<file path="config.mk">
export PLATFORM = sky130hd
export DESIGN_NAME = ws2812_stream_driver
export DESIGN_NICKNAME = d
export VERILOG_FILES = /design/src/rtl/ws2812_pkg.sv /design/src/rtl/ws2812_phase_timer.sv /design/src/rtl/ws2812_stream_driver.sv
export SDC_FILE = /design/constraint.sdc
export NUM_CORES = 1
export LEC_CHECK = 0
export CAP_MARGIN = 20
export CORE_MARGIN = 3
export CORE_UTILIZATION = 55
export CTS_CLUSTER_DIAMETER = 40
export DETAILED_ROUTE_END_ITERATION = 6
export PLACE_DENSITY = 0.71
export RECOVER_POWER = 25
export SETUP_SLACK_MARGIN = 0.5
export SKIP_LAST_GASP = 1
export SYNTH_ARGS = -nofsm -noshare
export SYNTH_HDL_FRONTEND = slang
export SYNTH_SLANG_ARGS = --single-unit
</file>
<file path="constraint.sdc">
create_clock -name clk -period 5.76 [get_ports clk]
set_input_delay 1.44 -clock clk [delete_from_list [all_inputs] [get_ports clk]]
set_output_delay 1.44 -clock clk [all_outputs]
set_load 0.1 [all_outputs]
</file>
<file path="src/rtl/ws2812_pkg.sv">
// Shared types and default timing for the WS2812 stream driver.
// Defaults assume a 50 MHz clock.
package ws2812_pkg;

    typedef enum logic [2:0] {
        S_IDLE  = 3'd0,
        S_RST   = 3'd1,
        S_HI    = 3'd2,
        S_LO    = 3'd3,
        S_LATCH = 3'd4
    } state_e;

    localparam int BITS_GRB  = 24;
    localparam int BITS_GRBW = 32;

    localparam int DEF_T0H   = 20;
    localparam int DEF_T0L   = 40;
    localparam int DEF_T1H   = 40;
    localparam int DEF_T1L   = 20;
    localparam int DEF_T_RST = 4096;

    function automatic int max_timing(input int a, input int b, input int c,
                                      input int d, input int e);
        int m;
        m = a;
        if (b > m) m = b;
        if (c > m) m = c;
        if (d > m) m = d;
        if (e > m) m = e;
        return m;
    endfunction

endpackage

</file>
<file path="src/rtl/ws2812_phase_timer.sv">
// Loadable down-counter shared by every line phase (reset, high, low, latch).
// expire is high in the last cycle of a phase of load_val cycles.
module ws2812_phase_timer
    import ws2812_pkg::*;
#(
    parameter int CW = 12
) (
    input  logic          clk,
    input  logic          rst,
    input  logic          load,
    input  logic [CW-1:0] load_val,
    output logic          expire
);

    logic [CW-1:0] cnt_q, cnt_d;

    // load_val is always >= 1, so loading load_val-1 yields exactly load_val cycles
    always_comb begin
        cnt_d = cnt_q;
        if (load)
            cnt_d = load_val - CW'(1);
        else if (cnt_q != '0)
            cnt_d = cnt_q - CW'(1);
    end

    always_ff @(posedge clk or posedge rst) begin
        if (rst) cnt_q <= '0;
        else     cnt_q <= cnt_d;
    end

    assign expire = (cnt_q == '0);

endmodule

</file>
<file path="src/rtl/ws2812_stream_driver.sv">
// Single-wire WS2812 driver fed by a valid/ready pixel stream.
// One holding register decouples upstream from the serialiser; missing pixels go out black.
module ws2812_stream_driver
    import ws2812_pkg::*;
#(
    parameter int NUM_LEDS     = 512,
    parameter int BITS_PER_LED = BITS_GRB,
    parameter int T0H          = DEF_T0H,
    parameter int T0L          = DEF_T0L,
    parameter int T1H          = DEF_T1H,
    parameter int T1L          = DEF_T1L,
    parameter int T_RST        = DEF_T_RST
) (
    input  logic                    clk,
    input  logic                    rst,
    input  logic                    show,
    input  logic [BITS_PER_LED-1:0] pix_data,
    input  logic                    pix_valid,
    output logic                    pix_ready,
    output logic                    dout,
    output logic                    busy,
    output logic                    done,
    output logic                    underrun
);

    localparam int CW = $clog2(max_timing(T_RST, T0H, T0L, T1H, T1L) + 1);
    localparam int LW = $clog2(NUM_LEDS + 1);
    localparam int BW = $clog2(BITS_PER_LED);
    localparam int MSB = BITS_PER_LED - 1;

    localparam logic [LW-1:0] LAST_LED  = LW'(NUM_LEDS - 1);
    localparam logic [LW:0]   NUM_SLOTS = (LW+1)'(NUM_LEDS);
    localparam logic [BW-1:0] LAST_BIT  = BW'(BITS_PER_LED - 1);
    localparam logic [CW-1:0] T0H_V     = CW'(T0H);
    localparam logic [CW-1:0] T0L_V     = CW'(T0L);
    localparam logic [CW-1:0] T1H_V     = CW'(T1H);
    localparam logic [CW-1:0] T1L_V     = CW'(T1L);
    localparam logic [CW-1:0] T_RST_V   = CW'(T_RST);

    generate
        if (T0H < 1 || T0L < 1 || T1H < 1 || T1L < 1 || T_RST < 1) begin : g_bad_timing
            $error("ws2812_stream_driver: every timing parameter must be at least 1");
        end
        if (NUM_LEDS < 1 || BITS_PER_LED < 2) begin : g_bad_size
            $error("ws2812_stream_driver: NUM_LEDS must be >= 1 and BITS_PER_LED >= 2");
        end
    endgenerate

    state_e                  state_q, state_d;
    logic [BITS_PER_LED-1:0] hold_data_q, hold_data_d;
    logic                    hold_full_q, hold_full_d;
    logic [BITS_PER_LED-1:0] shreg_q, shreg_d;
    logic [BW-1:0]           bit_idx_q, bit_idx_d;
    logic [LW-1:0]           led_idx_q, led_idx_d;
    logic [LW-1:0]           slot_cnt_q, slot_cnt_d;
    logic                    busy_q, busy_d;
    logic                    done_q, done_d;
    logic                    underrun_q, underrun_d;
    logic                    dout_q, dout_d;

    logic                    load_px;
    logic                    frame_start;
    logic                    timer_load;
    logic [CW-1:0]           timer_val;
    logic                    timer_expire;
    logic                    xfer;
    logic [BITS_PER_LED-1:0] load_word;
    logic [LW:0]             slot_claim;

    ws2812_phase_timer #(.CW(CW)) u_timer (
        .clk      (clk),
        .rst      (rst),
        .load     (timer_load),
        .load_val (timer_val),
        .expire   (timer_expire)
    );

    assign load_word = hold_full_q ? hold_data_q : '0;

    // Count an underrun claimed this cycle too, so a load-cycle transfer can never overrun the frame
    assign slot_claim = {1'b0, slot_cnt_q} + (LW+1)'(load_px && !hold_full_q);
    assign pix_ready  = busy_q && !hold_full_q && (slot_claim < NUM_SLOTS);
    assign xfer       = pix_valid && pix_ready;

    always_comb begin
        state_d     = state_q;
        shreg_d     = shreg_q;
        bit_idx_d   = bit_idx_q;
        led_idx_d   = led_idx_q;
        busy_d      = busy_q;
        done_d      = 1'b0;
        load_px     = 1'b0;
        frame_start = 1'b0;
        timer_load  = 1'b0;
        timer_val   = T_RST_V;
        case (state_q)
            S_IDLE: begin
                if (show) begin
                    state_d     = S_RST;
                    busy_d      = 1'b1;
                    bit_idx_d   = '0;
                    led_idx_d   = '0;
                    frame_start = 1'b1;
                    timer_load  = 1'b1;
                    timer_val   = T_RST_V;
                end
            end
            S_RST: begin
                if (timer_expire) begin
                    load_px    = 1'b1;
                    shreg_d    = load_word;
                    state_d    = S_HI;
                    timer_load = 1'b1;
                    timer_val  = load_word[MSB] ? T1H_V : T0H_V;
                end
            end
            S_HI: begin
                if (timer_expire) begin
                    state_d    = S_LO;
                    timer_load = 1'b1;
                    timer_val  = shreg_q[MSB] ? T1L_V : T0L_V;
                end
            end
            S_LO: begin
                if (timer_expire) begin
                    timer_load = 1'b1;
                    if (bit_idx_q < LAST_BIT) begin
                        shreg_d   = {shreg_q[MSB-1:0], 1'b0};
                        bit_idx_d = bit_idx_q + BW'(1);
                        state_d   = S_HI;
                        timer_val = shreg_q[MSB-1] ? T1H_V : T0H_V;
                    end else if (led_idx_q < LAST_LED) begin
                        led_idx_d = led_idx_q + LW'(1);
                        bit_idx_d = '0;
                        load_px   = 1'b1;
                        shreg_d   = load_word;
                        state_d   = S_HI;
                        timer_val = load_word[MSB] ? T1H_V : T0H_V;
                    end else begin
                        state_d   = S_LATCH;
                        timer_val = T_RST_V;
                    end
                end
            end
            S_LATCH: begin
                if (timer_expire) begin
                    state_d = S_IDLE;
                    busy_d  = 1'b0;
                    done_d  = 1'b1;
                end
            end
            default: state_d = S_IDLE;
        endcase
    end

    // Holding register and slot accounting; a same-cycle transfer only ever fills hold for the next pixel
    always_comb begin
        hold_data_d = hold_data_q;
        hold_full_d = hold_full_q;
        underrun_d  = 1'b0;
        if (load_px) begin
            if (hold_full_q) hold_full_d = 1'b0;
            else             underrun_d  = 1'b1;
        end
        if (xfer) begin
            hold_data_d = pix_data;
            hold_full_d = 1'b1;
        end
        slot_cnt_d = slot_cnt_q + LW'(underrun_d) + LW'(xfer);
        if (frame_start) slot_cnt_d = '0;
        dout_d = (state_q == S_HI);
    end

    always_ff @(posedge clk or posedge rst) begin
        if (rst) begin
            state_q     <= S_IDLE;
            hold_data_q <= '0;
            hold_full_q <= 1'b0;
            shreg_q     <= '0;
            bit_idx_q   <= '0;
            led_idx_q   <= '0;
            slot_cnt_q  <= '0;
            busy_q      <= 1'b0;
            done_q      <= 1'b0;
            underrun_q  <= 1'b0;
            dout_q      <= 1'b0;
        end else begin
            state_q     <= state_d;
            hold_data_q <= hold_data_d;
            hold_full_q <= hold_full_d;
            shreg_q     <= shreg_d;
            bit_idx_q   <= bit_idx_d;
            led_idx_q   <= led_idx_d;
            slot_cnt_q  <= slot_cnt_d;
            busy_q      <= busy_d;
            done_q      <= done_d;
            underrun_q  <= underrun_d;
            dout_q      <= dout_d;
        end
    end

    assign dout     = dout_q;
    assign busy     = busy_q;
    assign done     = done_q;
    assign underrun = underrun_q;

endmodule
</file>
==> impl_metrics.tcl <==
set metrics [dict create \
    status "finished, violations left" \
    violations "max-capacitance violations, max-slew violations" \
    grt-ovfl-total 0 \
    start_util 0.5839 \
    yosysWarnings 0 \
    slowest_delay_ns 0.98 \
    ctsResizeCount 0 \
    rows 32 \
    skew_ns 0.01321 \
    grt_start_max_net_pins 49 \
    synth_seq_cells 94 \
    final_antenna_net_count 0 \
    async_flop_share 1.000 \
    drive_gt1_frac 0.1040 \
    routed_wl_um 9765 \
    grt_antenna_before_repair 0 \
    cp-startpoint "led_idx_q[0]" \
    first_global_vias 3577 \
    drt_first_pass_iters 4 \
    syn_to_final_growth_pct 13.42 \
    period_needed_ns 4.458 \
    timing.setup.tns_ns 0 \
    worstPathMaxFanout 5 \
    cp-start-kind "register" \
    power.leakage_uw 0.002349 \
    layout_common_cells "dfrtp_1, nand2_1, nor2_1, o21ai_0, a21oi_1" \
    syn_inst 468 \
    fin_util 0.6622 \
    cts_hold_buf 0 \
    wire_per_inst_um 16.22 \
    cpMaxStageDelayCell "clkdlybuf4s50_1" \
    core_um2 7968 \
    numCtsBuffers 9 \
    htreeDepth 3 \
    endpoint_kind "output pin" \
    syn_nets 501 \
    drtIter0Drc 167 \
    nFillCells 658 \
    postCtsSetupBuffers 0 \
    max_slew_margin -0.3853 \
    num_vias 3526 \
    maxSlewViolCount 41 \
    clk_pin_slew_ns 0.10 \
    synth_cell_types 53 \
    avgSynthCellArea_um2 9.940 \
    cp_common_cell "a21oi_1" \
    layout_commonest_cell "dfrtp_1" \
    worst_slew_pin_slew_ns 2.078 \
    critPathArrivalTime_ns 3.02 \
    path_class "reg2out" \
    io_pins 33 \
    timing.final.crit_share 0.7740 \
    cts-root-buf "clkbuf_8" \
    vias_per_cell 5.857 \
    seq_area_frac_synth 0.5056 \
    finalHoldViolations 0 \
    tritoncts "yes" \
    routabilityCongestion 0.8363 \
    die_x_um 97.97 \
    synth_edf_count 0 \
    setup_violations 0 \
    cp.depth 7 \
    clockBufferDepth 2 \
    ys.flop_type "dfrtp_1" \
    num-nets-final 528 \
    ir_worst_vdd_mv 0.2514 \
    grt_pass1_wl_um 16750 \
    crit_chain "ha_1 > and4_1 > a21oi_1 > nand2_1 > a21oi_4 > a21oi_1 > clkdlybuf4s50_1" \
    p_total_uw 2219 \
    rr_worst_depth 8 \
    path_delay_family "buffers and inverters" \
    dieArea_um2 9597 \
    critPathBufInv 1 \
    cts_sinks 94 \
    pwr_density_cell_nw_per_um2 420.6 \
    place_hpwl_um 6753 \
    drc 0 \
    synth_area_um2 4652 \
    crit_required_ns 4.32 \
    grtUsageTotal 0.2109 \
    die_h_um 97.97 \
    grt_setup_unrepaired "false" \
    portBuffers 32 \
    drv_cap 1 \
    hold_path_class "reg2reg" \
    rrSetupSlack_ns 2.73 \
    fmax_ghz 0.2243 \
    worstReg2RegEnd "u_timer.cnt_q[8]" \
    diodes 0 \
    clock_latency_ns 0.35 \
    crit_path_end "pix_ready" \
    reg2reg_from "u_timer.cnt_q[0]" \
]
## through the flow
stage	hold WS [ns]	cells	setup WS [ns]	cell area, um2
floorplan	0.4502	468	1.722	4652
global placement	0.4613	584	1.720	5029
detailed placement	0.4707	585	1.689	5049
CTS	0.4916	601	1.287	5265
global route	0.5208	602	0.8100	5276
finish	0.4893	602	1.302	5276
## where the power goes
part / switching, uW / total [uW] / internal [uW] / leakage [uW]
logic: 376 / 723 / 348 / 0.00103
clock network: 229 / 487 / 258 / 0.000104
registers: 163 / 1010 / 846 / 0.00121
total: 768 / 2220 / 1450 / 0.00235
## flip-flops by register name, summed over array words and instances, names as in the netlist
name and flops:
state_q 3, u_timer.cnt_q 13, done 1, busy 1, underrun 1, shreg_q 24
hold_data_q 24, dout 1, hold_full_q 1, led_idx_q 10, slot_cnt_q 10, bit_idx_q 5
## metal layers
layer  track usage  wire [um]  part of all wire  up-vias
met5             0          0                 0        -
met1        0.2889       4569              0.47     1714
met4       0.08200        131             0.013        0
met3       0.03357        337             0.035       11
li1              -          -                 -     1725
met2        0.3387       4728              0.48       76
## tightest hold or removal path, cell delays in order, from the launching register on
cell and delay (ns):
dfrtp_1 0.35, nand2_1 0.05, o21ai_0 0.06
## cell type report
type	instances	area, um2	share of cell area
Sequential cell	94	2352	0.4458
Multi-Input combinational cell	348	2182	0.4136
Clock inverter	3	67.56	0.01281
Inverter	4	16.27	0.003083
Clock buffer	13	148.9	0.02822
Timing Repair Buffer	38	381.6	0.07233
Tap cell	102	127.6	0.02419
## cells by family after synthesis
kind of cell             Yosys count  synth area share
AND/OR/NAND/NOR                  185            0.2015
flip-flops                        94            0.5056
multiplexers                      25           0.07477
buffers and inverters             26           0.02689
XOR/XNOR                          13           0.02448
adder cells (fa/ha/maj)            5           0.01506
AO/OA/AOI/OAI                    120            0.1517
## Yosys cell counts (4+ instances only)
master / instances / area share
nand4_1: 7 / 0.0094
clkbuf_1: 12 / 0.0097
a21oi_1: 43 / 0.046
nor4_1: 4 / 0.0054
inv_1: 4 / 0.0032
a31oi_1: 4 / 0.0054
o21ai_0: 44 / 0.047
nand3_1: 19 / 0.020
and3_1: 29 / 0.039
mux2_2: 6 / 0.015
dfrtp_1: 94 / 0.51
buf_2: 7 / 0.0075
xnor2_1: 6 / 0.011
nor3_1: 7 / 0.0075
a21o_1: 5 / 0.0081
nand2_1: 55 / 0.044
xor2_1: 7 / 0.013
mux2_4: 18 / 0.058
ha_1: 4 / 0.011
nor2_1: 44 / 0.036
## worst min-delay path by stage
stage,start,end,slack [ns],cells after the start
6_report,shreg_q[13],shreg_q[13],0.49,2
5_1_grt,shreg_q[10],shreg_q[10],0.52,2
4_1_cts,shreg_q[13],shreg_q[13],0.49,2
3_5_place_dp,shreg_q[13],shreg_q[13],0.47,2
3_3_place_gp,shreg_q[13],shreg_q[13],0.46,2
2_1_floorplan,shreg_q[0],shreg_q[0],0.45,2
(Power assumes the default switching activity.)
